==> src/rtl/quad_tx.sv <==
// quad_tx: turns signed step requests into A/B quadrature waveforms.
// Define QUAD_TX_BOUNCE_EN to add contact bounce after each transition.
module quad_tx #(
  parameter int PHASE_CYCLES   = 4,
  parameter int EDGES_PER_STEP = 4,
  parameter int MAX_PENDING    = 7
) (
  input  logic clk,
  input  logic reset,
  input  logic step_valid,
  input  logic step_dir,
  output logic step_ready,
  output logic a,
  output logic b,
  output logic busy
);

  localparam int PW = $clog2(MAX_PENDING) + 2;
  localparam int EW = $clog2(EDGES_PER_STEP + 1);
  localparam int TW = $clog2(PHASE_CYCLES);

  // state bits are {a,b}, so the gray sequence is the encoding
  typedef enum logic [1:0] {
    S0 = 2'b00,
    S1 = 2'b10,
    S2 = 2'b11,
    S3 = 2'b01
  } ph_t;

  function automatic ph_t ph_step(ph_t s, logic d);
    ph_t n;
    n = s;
    unique case (s)
      S0: n = d ? S1 : S3;
      S1: n = d ? S2 : S0;
      S2: n = d ? S3 : S1;
      S3: n = d ? S0 : S2;
    endcase
    return n;
  endfunction

  logic signed [PW-1:0] r_pend;
  logic [EW-1:0]        r_edges;
  logic [TW-1:0]        r_timer;
  logic                 r_dir;
  ph_t                  r_ph;
  logic                 r_a;
  logic                 r_b;
  logic                 r_busy;

  logic [PW-1:0]        w_mag;
  logic                 w_acc;
  logic                 w_start;
  logic                 w_trans;
  logic                 w_dir_n;
  logic signed [PW-1:0] w_req;
  logic signed [PW-1:0] w_dec;
  logic signed [PW-1:0] w_pend_n;
  logic [EW-1:0]        w_edges_n;
  logic [TW-1:0]        w_timer_n;
  ph_t                  w_ph_n;
  logic                 w_a_n;
  logic                 w_b_n;
  logic                 w_busy_n;

`ifdef QUAD_TX_BOUNCE_EN
  logic [2:0] r_bcnt;
  logic       r_bch;
  logic [2:0] w_bcnt_n;
  logic       w_bch_n;
`endif

  assign step_ready = w_mag < PW'(MAX_PENDING);
  assign a          = r_a;
  assign b          = r_b;
  assign busy       = r_busy;

  // magnitude of the queue, step acceptance and step start
  always_comb begin
    w_mag   = r_pend[PW-1] ? $unsigned(-r_pend)
                           : $unsigned(r_pend);
    w_acc   = step_valid & step_ready;
    w_start = (r_edges == '0) && (r_timer == '0)
              && (r_pend != '0);
    w_trans = w_start
              || ((r_edges != '0) && (r_timer == '0));
    w_dir_n = w_start ? ~r_pend[PW-1] : r_dir;
  end

  // next-state values for queue, counters and phase
  always_comb begin
    w_req = '0;
    if (w_acc)
      w_req = step_dir ? PW'(1) : '1;
    w_dec = '0;
    if (w_start)
      w_dec = r_pend[PW-1] ? '1 : PW'(1);
    w_pend_n = r_pend + w_req - w_dec;

    w_edges_n = r_edges;
    if (w_start)
      w_edges_n = EW'(EDGES_PER_STEP - 1);
    else if (w_trans)
      w_edges_n = r_edges - EW'(1);

    w_timer_n = r_timer;
    if (w_trans)
      w_timer_n = TW'(PHASE_CYCLES - 1);
    else if (r_timer != '0)
      w_timer_n = r_timer - TW'(1);

    w_ph_n = w_trans ? ph_step(r_ph, w_dir_n) : r_ph;

    w_busy_n = (w_pend_n != '0) || (w_edges_n != '0)
               || (w_timer_n != '0);
  end

`ifdef QUAD_TX_BOUNCE_EN
  // changed channel toggles back to its old value on odd counts
  always_comb begin
    w_bcnt_n = r_bcnt;
    if (w_trans)
      w_bcnt_n = 3'd4;
    else if (r_bcnt != 3'd0)
      w_bcnt_n = r_bcnt - 3'd1;
    w_bch_n = w_trans ? (w_ph_n[1] != r_ph[1]) : r_bch;
    w_a_n = w_ph_n[1] ^ (w_bch_n & w_bcnt_n[0]);
    w_b_n = w_ph_n[0] ^ (~w_bch_n & w_bcnt_n[0]);
  end
`else
  // clean outputs follow the phase state directly
  always_comb begin
    w_a_n = w_ph_n[1];
    w_b_n = w_ph_n[0];
  end
`endif

  // generator state and registered outputs
  always_ff @(posedge clk or posedge reset) begin
    if (reset) begin
      r_pend  <= '0;
      r_edges <= '0;
      r_timer <= '0;
      r_dir   <= 1'b0;
      r_ph    <= S0;
      r_a     <= 1'b0;
      r_b     <= 1'b0;
      r_busy  <= 1'b0;
`ifdef QUAD_TX_BOUNCE_EN
      r_bcnt  <= 3'd0;
      r_bch   <= 1'b0;
`endif
    end else begin
      r_pend  <= w_pend_n;
      r_edges <= w_edges_n;
      r_timer <= w_timer_n;
      r_dir   <= w_dir_n;
      r_ph    <= w_ph_n;
      r_a     <= w_a_n;
      r_b     <= w_b_n;
      r_busy  <= w_busy_n;
`ifdef QUAD_TX_BOUNCE_EN
      r_bcnt  <= w_bcnt_n;
      r_bch   <= w_bch_n;
`endif
    end
  end

endmodule

==> config.mk <==
export PLATFORM = sky130hd
export DESIGN_NAME = quad_tx
export DESIGN_NICKNAME = d
export VERILOG_FILES = /design/src/rtl/quad_tx.sv
export SDC_FILE = /design/constraint.sdc
export NUM_CORES = 1
export LEC_CHECK = 0
export CAP_MARGIN = 20
export CORE_ASPECT_RATIO = 1.1
export CORE_MARGIN = 2
export CORE_UTILIZATION = 50
export CTS_CLUSTER_DIAMETER = 120
export DETAILED_ROUTE_END_ITERATION = 10
export MAX_ROUTING_LAYER = met4
export PLACE_DENSITY = 0.73
export SYNTH_ARGS = -nofsm -noshare
export SYNTH_HDL_FRONTEND = slang
export SYNTH_SLANG_ARGS = --single-unit
export TNS_END_PERCENT = 10
==> constraint.sdc <==
create_clock -name clk -period 4 [get_ports clk]
set_input_delay 0.8 -clock clk [delete_from_list [all_inputs] [get_ports clk]]
set_output_delay 0.8 -clock clk [all_outputs]
set_load 0.02 [all_outputs]
==> results of run 1 <==
power groups by stage:
| stage | Sequential, W | Clock, W | Combinational [W] |
|---|---|---|---|
| after floorplan | 0.000144 | 0 | 0.00000261 |
| after global placement | 0.000144 | 0 | 0.00000658 |
| after detailed placement | 0.000144 | 0 | 0.00000668 |
| after CTS | 0.000141 | 0.000103 | 0.00000671 |
| after global routing | 0.000141 | 0.000109 | 0.00000741 |
| final | 0.000141 | 0.000102 | 0.00000649 |
what timing repair did:
action                     4_1_cts  5_1_grt
setup endpoints to repair        1        1
resized for setup                1        4
pin swaps                        3        4
buffers inserted                 2        0
sequential cells by signal (all words and copies together), names as in the netlist:
register / count
r_timer: 2
r_edges: 3
busy: 1
r_pend: 5
a: 1
r_ph: 1
r_dir: 1
metrics by stage:
stage                     cell area, um^2  hold WS [ps]  instances  utilization  power, W
after floorplan                      1010           478         98            -  0.000147
after global placement               1180           518        141        0.650  0.000151
after detailed placement             1180           522        141        0.650  0.000151
after CTS                            1240           542        147        0.681  0.000252
after global routing                 1250           558        147        0.686  0.000258
final                                1250           536        147        0.686  0.000250
Yosys cell counts, drive strengths merged:
library cell and n:
o21bai 1, a31o 1, nand3 2, nand4 1, or3b 1, nor4b 1
nor3 2, o32ai 1, clkbuf 1, nand4bb 1, a21oi 8, inv 17
ha 8, nand2b 1, o311a 1, nor2 8, dfrtp 14, xnor2 4
o2111ai 1, o21a 2, or4b 1, or4 4, and2 1, nand3b 1
a21o 4, fa 4, a32o 2, xor2 1, nand2 2, mux2 2
cells by family (layout without fill, tap and decap cells):
group                    after synthesis  count (layout)  share of synthesized area
AND/OR/NAND/NOR                       26              26                      0.161
AO/OA/AOI/OAI                         21              21                      0.163
buffers and inverters                 18              40                     0.0688
flip-flops                            14              14                      0.357
adder cells (fa/ha/maj)               12              12                      0.183
XOR/XNOR                               5               5                     0.0446
multiplexers                           2               2                     0.0229
layer usage:
metal,vias to the layer above,GRT usage,share of wire
met5,-,-,0
li1,391,-,-
met2,15,0.340,0.55
met1,381,0.248,0.42
met4,0,0.0524,0.0057
met3,2,0.0360,0.024
worst max-delay path, stage by stage (launching register included):
cell       delay, ps
dfrtp_1          380
buf_4            140
or4_4            520
a21oi_4          170
o2111ai_4        160
fa_1             520
inv_2             50
fa_2             390
xor2_1           150
or4_2            530
or4_1            390
or4_1            390
area by class of cell:
cell class / count / area, um^2
multi-input combinational: 66 / 606
clock buffer: 4 / 36.3
timing repair buffer: 19 / 160
tap: 27 / 33.8
fill: 150 / 572
inverter: 17 / 63.8
sequential: 14 / 350
worst paths after layout:
check / from / endpoint / cells past startpoint / slack (ps)
setup / recovery: r_pend[0]$_DFF_PP0_ / busy$_DFF_PP0_ / 11 / 60
max in group asynchronous: reset / r_dir$_DFF_PP0_ / 2 / 2800
hold / removal: r_edges[1]$_DFF_PP0_ / r_edges[1]$_DFF_PP0_ / 1 / 540
setup reg to reg: r_pend[0]$_DFF_PP0_ / busy$_DFF_PP0_ / 11 / 60
min in group asynchronous: reset / r_edges[0]$_DFF_PP0_ / 2 / 850
hold reg to reg: r_edges[1]$_DFF_PP0_ / r_edges[1]$_DFF_PP0_ / 1 / 540
==> results.yml, run 1 <==
drt:
  dr.first_iter.drc_count: 19
  firstDrtPassIters: 4
  viasPerCell: 5.37
  route.vias.total: 789
  drc_errors: 0
  detail-route-antenna-nets: 0
  wl_per_cell_um: 13.2
  wl_um: 1950
setup_path:
  cp.arrival_ps: 4090
  worst_setup_path_end_kind: "register"
  cp_max_fo: 3
  critPathLaunchType: "register"
  worst_ep_required_time_ps: 4160
  critPathKind: "reg2reg"
finish:
  nets: 137
  final_layout_size_suffix_gt1_frac: 0.283
  diodes: 0
  layout_commonest_cell: "inv_1"
  final_cell_mix: "inv_1 (15), dfrtp_1 (14), buf_4 (12)"
  area_growth_pct: 27.3
synthesis:
  synth_top_area_cell: "dfrtp_1"
  netlist_area_um2: 982
  yosysSeqAreaShare: 0.357
  synth_top_area_share: 0.357
  synth.net_count: 114
  synthCells: 98
  yosys_warnings: 0
  ys_top_cells_by_area: "dfrtp_1 (36%), ha_1 (10%), fa_1 (8.2%)"
  synth_seq_cells: 14
  synth_cell_types: 32
  synth.avg_cell_area_um2: 10.0
floorplan:
  start_util: 0.539
  io_pins: 8
  die_w_um: 46.3
  die_h_um: 50.5
  core-area_um2: 1820
  rows: 16
  dieArea_um2: 2340
timing:
  rsz0062_at_grt: "true"
  finalWorstPathRequiredPeriod_ps: 3940
  finalMaxSlewViolations: 0
  worstMarginPinSlew_ps: 652
  setup_slack_ps: 64.2
  fin_skew_ps: 0.872
  setup-violations-final: 0
  fmax_mhz: 254
  finalCritPeriodShare: 0.984
  setup_tns_ps: 0
  hold_violations: 0
  slew_headroom: 0.562
global_route:
  grtUsageTotal: 0.203
  first_global_vias: 859
  grt_pass1_wl_um: 3380
  antenna_found_initial: 0
  grt.overflow.total: 0
  grt_max_degree: 15
clock_tree:
  cts_tree: "done"
  cts-root-buf: "clkbuf_4"
  clk_latency_ps: 280
  numCtsBuffers: 3
  htreeDepth: 1
  clkTransAtPathRegs_ps: 80
  clk_path_buf_depth: 2
  cts_hold_buf: 0
  cts.sinks: 14
place:
  place_hpwl_um: 1600
  pre_cts_slack_ps: -89.3
  port_buffers: 7
  place.gp.congestion: 0.792
power_and_ir_drop:
  p_clk_frac: 0.408
  power_switching_w: 0.0000503
  power_density_nw_per_um2: 200
  combPwrFrac: 0.026
  seqPwrFrac: 0.566
  ir_worst_vdd_mv: 0.185
  p_int_w: 0.000199
  switching_share: 0.201
  p_leak_nw: 0.584
hold_path:
  hp-class: "reg2reg"
run_status:
  outcome: "finished clean"
run:
  maxCapViolCount: 0
Note: power is estimated with default switching activity, not from simulation.
==> run 2: changes to the inputs <==
CORE_UTILIZATION = 55   (was 50)
PLACE_DENSITY = 0.76   (was 0.73)
clock period = 4.4 ns   (was 4 ns; I/O delays follow)
==> run 2 against run 1 <==
  * Global-route usage is 0.18 points higher
  * Combinational power shrank 15%
  * Sequential share of layout area grew 2.8 points
  * First-iteration DRC count down 42%
  * Design area is 9.2% lower
  * Via count is 9.0% lower
  * Largest cell class unchanged
  * Non-clock buffer count decreased by 10
  * Utilization down 2.7 points
  * Wire length fell by 14%
  * Fmax decreased by 6.4%
  * Largest power group unchanged
  * Critical path depth rose by 1
==> results.yml, run 2 (same netlist as run 1, synthesis figures left out) <==
global_route:
  globalRouteMet3Util: 0.0336
  first_global_vias: 764
  grt_use_met2: 0.331
  grt.overflow.total: 0
  grt_pass1_wl_um: 3300
  grt.busiest_layer: "met2"
  grtUsageMet1: 0.266
  grtUsageTotal: 0.205
  antenna_found_initial: 0
  grt_max_degree: 15
setup_path:
  cp.arrival_ps: 4350
  slowest_stage: "or4_1"
  r2r-end: "busy$_DFF_PP0_"
  cp_max_fo: 4
  critPathLaunchType: "register"
  crit_top_cell: "or4_1"
  critPathKind: "reg2reg"
  cp_cell_sequence: "inv_1 > ha_1 > or4_1 > a21oi_2 > o2111ai_2 > fa_1 > inv_1 > fa_2 > xor2_1 > or4_2 > or4_1 > or4_1"
  worst_ep_required_time_ps: 4550
  critPathMaxStageDelay_ps: 530
  worst_setup_path_end_kind: "register"
  r2r_slack_ps: 190
  reg2reg_from: "r_pend[1]$_DFF_PP0_"
  worst-r2r-cell-count: 12
power_and_ir_drop:
  power_switching_w: 0.0000412
  ir_worst_vdd_mv: 0.145
  switching_share: 0.185
  seqPwrFrac: 0.578
  p_clk_frac: 0.397
  combPwrFrac: 0.025
  power_density_nw_per_um2: 196
  p_leak_nw: 0.536
  p_int_w: 0.000181
drt:
  firstDrtPassIters: 4
  viasPerCell: 5.61
  dr.first_iter.drc_count: 11
  wl_per_cell_um: 13.0
  detail-route-antenna-nets: 0
  wl_um: 1670
  route.vias.total: 718
  drc_errors: 0
timing:
  fin_skew_ps: 5.26
  fmax_mhz: 238
  hold_violations: 0
  finalWorstPathRequiredPeriod_ps: 4210
  finalCritPeriodShare: 0.956
  setup-violations-final: 0
  setup_tns_ps: 0
  setup_slack_ps: 194
  rsz0062_at_grt: "false"
  slew_headroom: 0.533
  worstMarginPinSlew_ps: 695
  finalMaxSlewViolations: 0
finish:
  area_growth_pct: 15.5
  largest_register: "r_pend"
  multi_input_area_um2: 577
  final_layout_size_suffix_gt1_frac: 0.164
  reg_top3: "r_pend (5), r_edges (3), r_timer (2)"
  nets: 127
  largest_register_ffs: 5
  layout_commonest_cell: "inv_1"
  diodes: 0
  final_cell_mix: "inv_1 (17), dfrtp_1 (14), nor2_1 (8), ha_1 (8)"
  seq_area_um2: 350
  fill_cells: 136
floorplan:
  die_w_um: 44.3
  io_pins: 8
  core-area_um2: 1720
  die_h_um: 48.3
  dieArea_um2: 2140
  rows: 16
  start_util: 0.570
hold_path:
  hp-class: "reg2reg"
  hp-start: "r_edges[1]$_DFF_PP0_"
  hold_depth: 1
  hold_path_end: "r_edges[1]$_DFF_PP0_"
clock_tree:
  htreeDepth: 1
  cts-root-buf: "clkbuf_4"
  cts.sinks: 14
  clkTransAtPathRegs_ps: 80
  clk_latency_ps: 270
  numCtsBuffers: 3
  clk_path_buf_depth: 2
  cts_tree: "done"
place:
  port_buffers: 7
  place.gp.congestion: 0.805
  place_hpwl_um: 1380
  pre_cts_slack_ps: 55.4
run_status:
  outcome: "finished clean"
run:
  maxCapViolCount: 0
run 2: cell count changes in the layout (fill, tap and decap cells not counted), moves of 2 or more:
cell | previous run | this run
buf_4 | 12 | 2
ha_1 | 6 | 8
ha_2 | 2 | 0
inv_1 | 15 | 17
inv_2 | 2 | 0
run 2: final cells by class:
type / instances / area share
multi-input cells: 66 / 0.508
flip-flops and latches: 14 / 0.309
repair buffers: 9 / 0.0750
inverters: 17 / 0.0562
clock buffers: 4 / 0.0320
well taps: 18 / 0.0198
run 2: metal layers:
| metal | vias to the layer above | part of all wire |
|---|---|---|
| li1 | 370 | - |
| met1 | 336 | 0.44 |
| met2 | 10 | 0.52 |
| met4 | 0 | 0.011 |
| met5 | - | 0 |
| met3 | 2 | 0.024 |
run 2: timing repair:
item / CTS / global route
resized for setup: 0 / 3
endpoints found under the setup margin: 0 / 1
hold buffers: 0 / 0
setup buffers: 0 / 1
run 2: critical path: cells and delay by family, from the launching register on:
family / cells / cell delay [ps]
buffers and inverters: 2 / 170
AND/OR/NAND/NOR: 4 / 1870
AO/OA/AOI/OAI: 2 / 370
XOR/XNOR: 1 / 160
flip-flops: 1 / 390
adder cells (fa/ha/maj): 3 / 1130
run 2: stage by stage:
stage | power, W | cells | util | area [um^2] | hold slack (ps)
floorplan | 0.000133 | 98 | - | 982 | 478
global placement | 0.000137 | 123 | 0.626 | 1080 | 504
detailed placement | 0.000137 | 123 | 0.626 | 1080 | 517
CTS | 0.000225 | 127 | 0.648 | 1110 | 536
global route | 0.000235 | 128 | 0.659 | 1130 | 584
finish | 0.000222 | 128 | 0.659 | 1130 | 527
run 2: worst max-delay path by stage:
stage,start,to,slack [ps],cells past startpoint
4_1_cts,r_pend[1]$_DFF_PP0_,busy$_DFF_PP0_,30,12
3_5_place_dp,r_pend[1]$_DFF_PP0_,busy$_DFF_PP0_,60,12
3_3_place_gp,step_valid,busy$_DFF_PP0_,110,9
6_report,r_pend[1]$_DFF_PP0_,busy$_DFF_PP0_,190,12
5_1_grt,r_pend[1]$_DFF_PP0_,busy$_DFF_PP0_,0.9,12
2_1_floorplan,r_pend[1]$_DFF_PP0_,busy$_DFF_PP0_,200,12
run 2: power by group through the flow:
stage	Combinational (W)	Sequential, W	Clock (W)
6_report	0.00000552	0.000129	0.0000884
5_1_grt	0.00000647	0.000129	0.000100
4_1_cts	0.00000558	0.000129	0.0000913
3_5_place_dp	0.00000550	0.000131	0
3_3_place_gp	0.00000547	0.000131	0
2_1_floorplan	0.00000213	0.000131	0
==> variant 1: new RTL, flow settings as in run 2 <==
`PHASE_CYCLES`: 4 -> 8.
--- a/src/rtl/quad_tx.sv
+++ b/src/rtl/quad_tx.sv
@@ -3,3 +3,3 @@
 module quad_tx #(
-  parameter int PHASE_CYCLES   = 4,
+  parameter int PHASE_CYCLES   = 8,
   parameter int EDGES_PER_STEP = 4,
Check against the original RTL: not equivalent (a bounded check fails within 10 cycles, from zero or initial values and one cycle with reset high).
==> variant 1 against run 2 <==
- utilization up 0.50 points
- wire length grew 16%
- design area grew 6.6%
- synthesized cell count is 12% higher
- worst setup slack improved by 0.33 ns
- sequential share of layout area rose by 0.15 points
- synthesized area up 9.8%
- sequential cell count up 1
Power is left out: it rests on default switching activity, and per cell area and clock period it moved more than threefold.
==> variant 1: results <==
metrics = {
    "placed_design": {
        "portBuffers": 7,
        "dpl.hpwl_mm": 1.58,
        "gp_congestion": 0.814,
        "place_area_um2": 1180,
    },
    "synthesis": {
        "synth_area_leaders": "dfrtp_1 35%, ha_1 12%, fa_1 7.4%",
        "synthesis.nets": 128,
        "netlist_top_cells_count": "20 x inv_1, 15 x dfrtp_1, 10 x ha_1",
        "synth_cell_types": 34,
        "synth-main-ff-cell": "dfrtp_1",
        "ys_warn_count": 0,
        "ys_seq_area_share_pct": 34.8,
    },
    "setup_path": {
        "arrival_ns": 4.04,
        "critPathLaunch": "r_pend[0]",
        "worstPathMaxFanout": 5,
        "r2r.worst_path.cells": 12,
        "r2r_setup_slack_ns": 0.52,
        "regToRegStartpoint": "r_pend[0]",
    },
    "clocking": {
        "max-clock-path-buffers": 2,
        "htreeDepth": 1,
        "insertion_delay_ns": 0.28,
        "root_buffer": "clkbuf_4",
        "ctsResizeCount": 0,
    },
    "cells_and_area": {
        "top_regs": "r_pend (5), r_edges (3), r_timer (3)",
        "final_layout_size_suffix_gt1_share_pct": 10.7,
        "diodes": 0,
        "num-nets-final": 140,
        "n_fill_cell": 154,
        "ff_latch_area_um2": 375,
    },
    "grt": {
        "first_global_vias": 812,
        "met3_usage_pct": 3.60,
        "grt_pass1_wl_mm": 3.37,
        "met1_usage_pct": 25.5,
        "antenna_found_initial": 0,
        "grt.total_usage_pct": 21.0,
        "met2_usage_pct": 33.8,
        "grt_start_max_net_pins": 16,
    },
    "routing": {
        "routed_wl_mm": 1.94,
        "first_iter_violations": 23,
        "vias_per_cell": 5.36,
    },
    "timing": {
        "slew_headroom_pct": 59.9,
        "finalClockSkew_ns": 0.00211,
    },
    "status": {
        "status": "complete, no violations",
    },
    "hold_path": {
        "hold_start": "r_dir",
    },
}
## variant 1: area by class of cell
class,count,area share (%)
Multi-Input combinational cell,75,51.9
Sequential cell,15,31.0
Inverter,20,6.20
Timing Repair Buffer,7,5.79
Tap cell,27,2.79
Clock buffer,3,1.86
Clock inverter,1,0.414
## variant 1: through the flow
step                hold WS (ns)  worst slack, ns  instances
global placement           0.507            0.595        144
global route               0.575            0.237        148
finish                     0.534            0.520        148
detailed placement         0.518            0.441        144
CTS                        0.541            0.556        148
floorplan                  0.492            0.916        110
## variant 1: logic make-up after synthesis
| family | count (synthesis) | synth area share [%] |
|---|---|---|
| compound gates | 16 | 9.63 |
| xor+xnor | 5 | 4.06 |
| fa+ha+maj | 14 | 19.0 |
| buf+inv | 20 | 6.96 |
| flops | 15 | 34.8 |
| mux | 4 | 4.29 |
| simple gates | 36 | 21.2 |
## variant 1: worst min path at each step
| stage | end | slack (ns) | cells after the start |
|---|---|---|---|
| CTS | r_dir | 0.54 | 2 |
| finish | r_dir | 0.53 | 2 |
| global route | r_dir | 0.58 | 2 |
| detailed placement | r_dir | 0.52 | 2 |
| floorplan | r_dir | 0.49 | 2 |
| global placement | r_dir | 0.51 | 2 |
## variant 1: worst max-delay path, cell delays in order (launching register included)
cell and delay [ns]:
dfrtp_1 0.41, inv_1 0.07, ha_1 0.24, o41ai_1 0.35, a21oi_1 0.14, or4b_4 0.55, fa_1 0.53, fa_1 0.56
inv_1 0.05, nor4_1 0.34, nand4_1 0.16, nor4_1 0.25, o21ai_1 0.11
## variant 1: metal layers
metal  vias to the layer above  part of all wire [%]  wire, um
met2                         9                    52      1020
li1                        399                     -         -
met5                         -                     0         0
met3                         0                   1.4        28
met4                         0                     0         0
met1                       386                    46       894
==> variant 2: new RTL, flow settings as in run 2 <==
Made on the original files. Make the reset (`reset`) synchronous in one clocked block.
--- a/src/rtl/quad_tx.sv
+++ b/src/rtl/quad_tx.sv
@@ -138,3 +138,3 @@
   // generator state and registered outputs
-  always_ff @(posedge clk or posedge reset) begin
+  always_ff @(posedge clk) begin
     if (reset) begin
Behaviour: differs if reset is asserted again (counterexample within 4 cycles, from zero or initial values and one cycle with reset high); with reset held inactive, the same outputs for 10 cycles.
==> variant 2 against run 2 <==
- utilization down 3.1 points
- via count up 12%
- critical endpoint is now busy
- sequential cell count unchanged
- worst hold slack got worse by 0.021 ns
- worst setup slack gained 0.54 ns
- final cell count is 7.0% higher
- design area shrank 3.5%
- wire length is 5.1% higher
- synthesized area up 2.2%
- clock skew is 0.0016 ns higher
- critical path depth increased by 1
Power is not shown: default switching activity piles up to over one toggle a cycle in this logic, so the estimate is an artifact.
==> variant 2: results <==
metrics = {
    "status": {
        "status": "complete, no violations",
    },
    "timing": {
        "fmax_mhz": 273,
        "worstMarginPinSlew_ns": 0.698,
    },
    "cells_and_area": {
        "num-nets-final": 136,
        "top_regs": "r_pend (5), r_edges (3)",
        "multi_input_cells": 77,
        "sh_seq_area_pct": 25.6,
        "bufAreaShareNonClock_pct": 6.40,
        "multi_input_area_um2": 622,
        "clockNetworkAreaShare_pct": 3.31,
        "nNonClkBuffers": 7,
        "final_layout_size_suffix_gt1_share_pct": 8.40,
    },
    "synthesis": {
        "netlist_top_cells_count": "17 x inv_1, 14 x dfxtp_1, 12 x nor2_1",
        "synthesis.nets": 128,
        "synth_cell_types": 38,
        "synth_area_leaders": "dfxtp_1 28%, ha_1 10%, fa_1 8.0%",
        "synthMuxAreaShare_pct": 0.998,
        "synthXorXnorAreaFrac_pct": 3.49,
    },
    "setup_path": {
        "crit_end": "busy",
    },
    "routing": {
        "vias": 805,
        "routed_wl_mm": 1.76,
        "wl_met1_um": 777,
        "wl_met3_um": 51,
        "met2_length_um": 910,
        "first_iter_violations": 14,
    },
    "placed_design": {
        "place_area_um2": 1060,
    },
    "grt": {
        "met2_usage_pct": 32.4,
        "met1_usage_pct": 23.1,
    },
}
-- variant 2: how the worst min path moves through the flow --
stage	to	slack (ns)
floorplan	r_edges[0]	0.46
CTS	r_edges[0]	0.51
global placement	r_ph[0]	0.49
detailed placement	r_edges[0]	0.49
finish	r_edges[0]	0.51
global route	r_edges[0]	0.52
-- variant 2: critical path: stages, from the launching register on --
cell       delay [ns]
dfxtp_1          0.38
inv_1            0.08
ha_1             0.24
or4_1            0.51
a21oi_1          0.23
o2111ai_2        0.23
fa_1             0.54
inv_1            0.07
fa_1             0.47
a21o_1           0.18
a32oi_1          0.17
a22oi_2          0.08
xnor2_1          0.23
a41oi_2          0.13
-- variant 2: metrics by stage --
stage | std cells | utilization (%)
after floorplan | 112 | -
after global placement | 133 | 60.8
after detailed placement | 133 | 60.8
after CTS | 137 | 62.9
after global routing | 137 | 62.9
final | 137 | 62.9
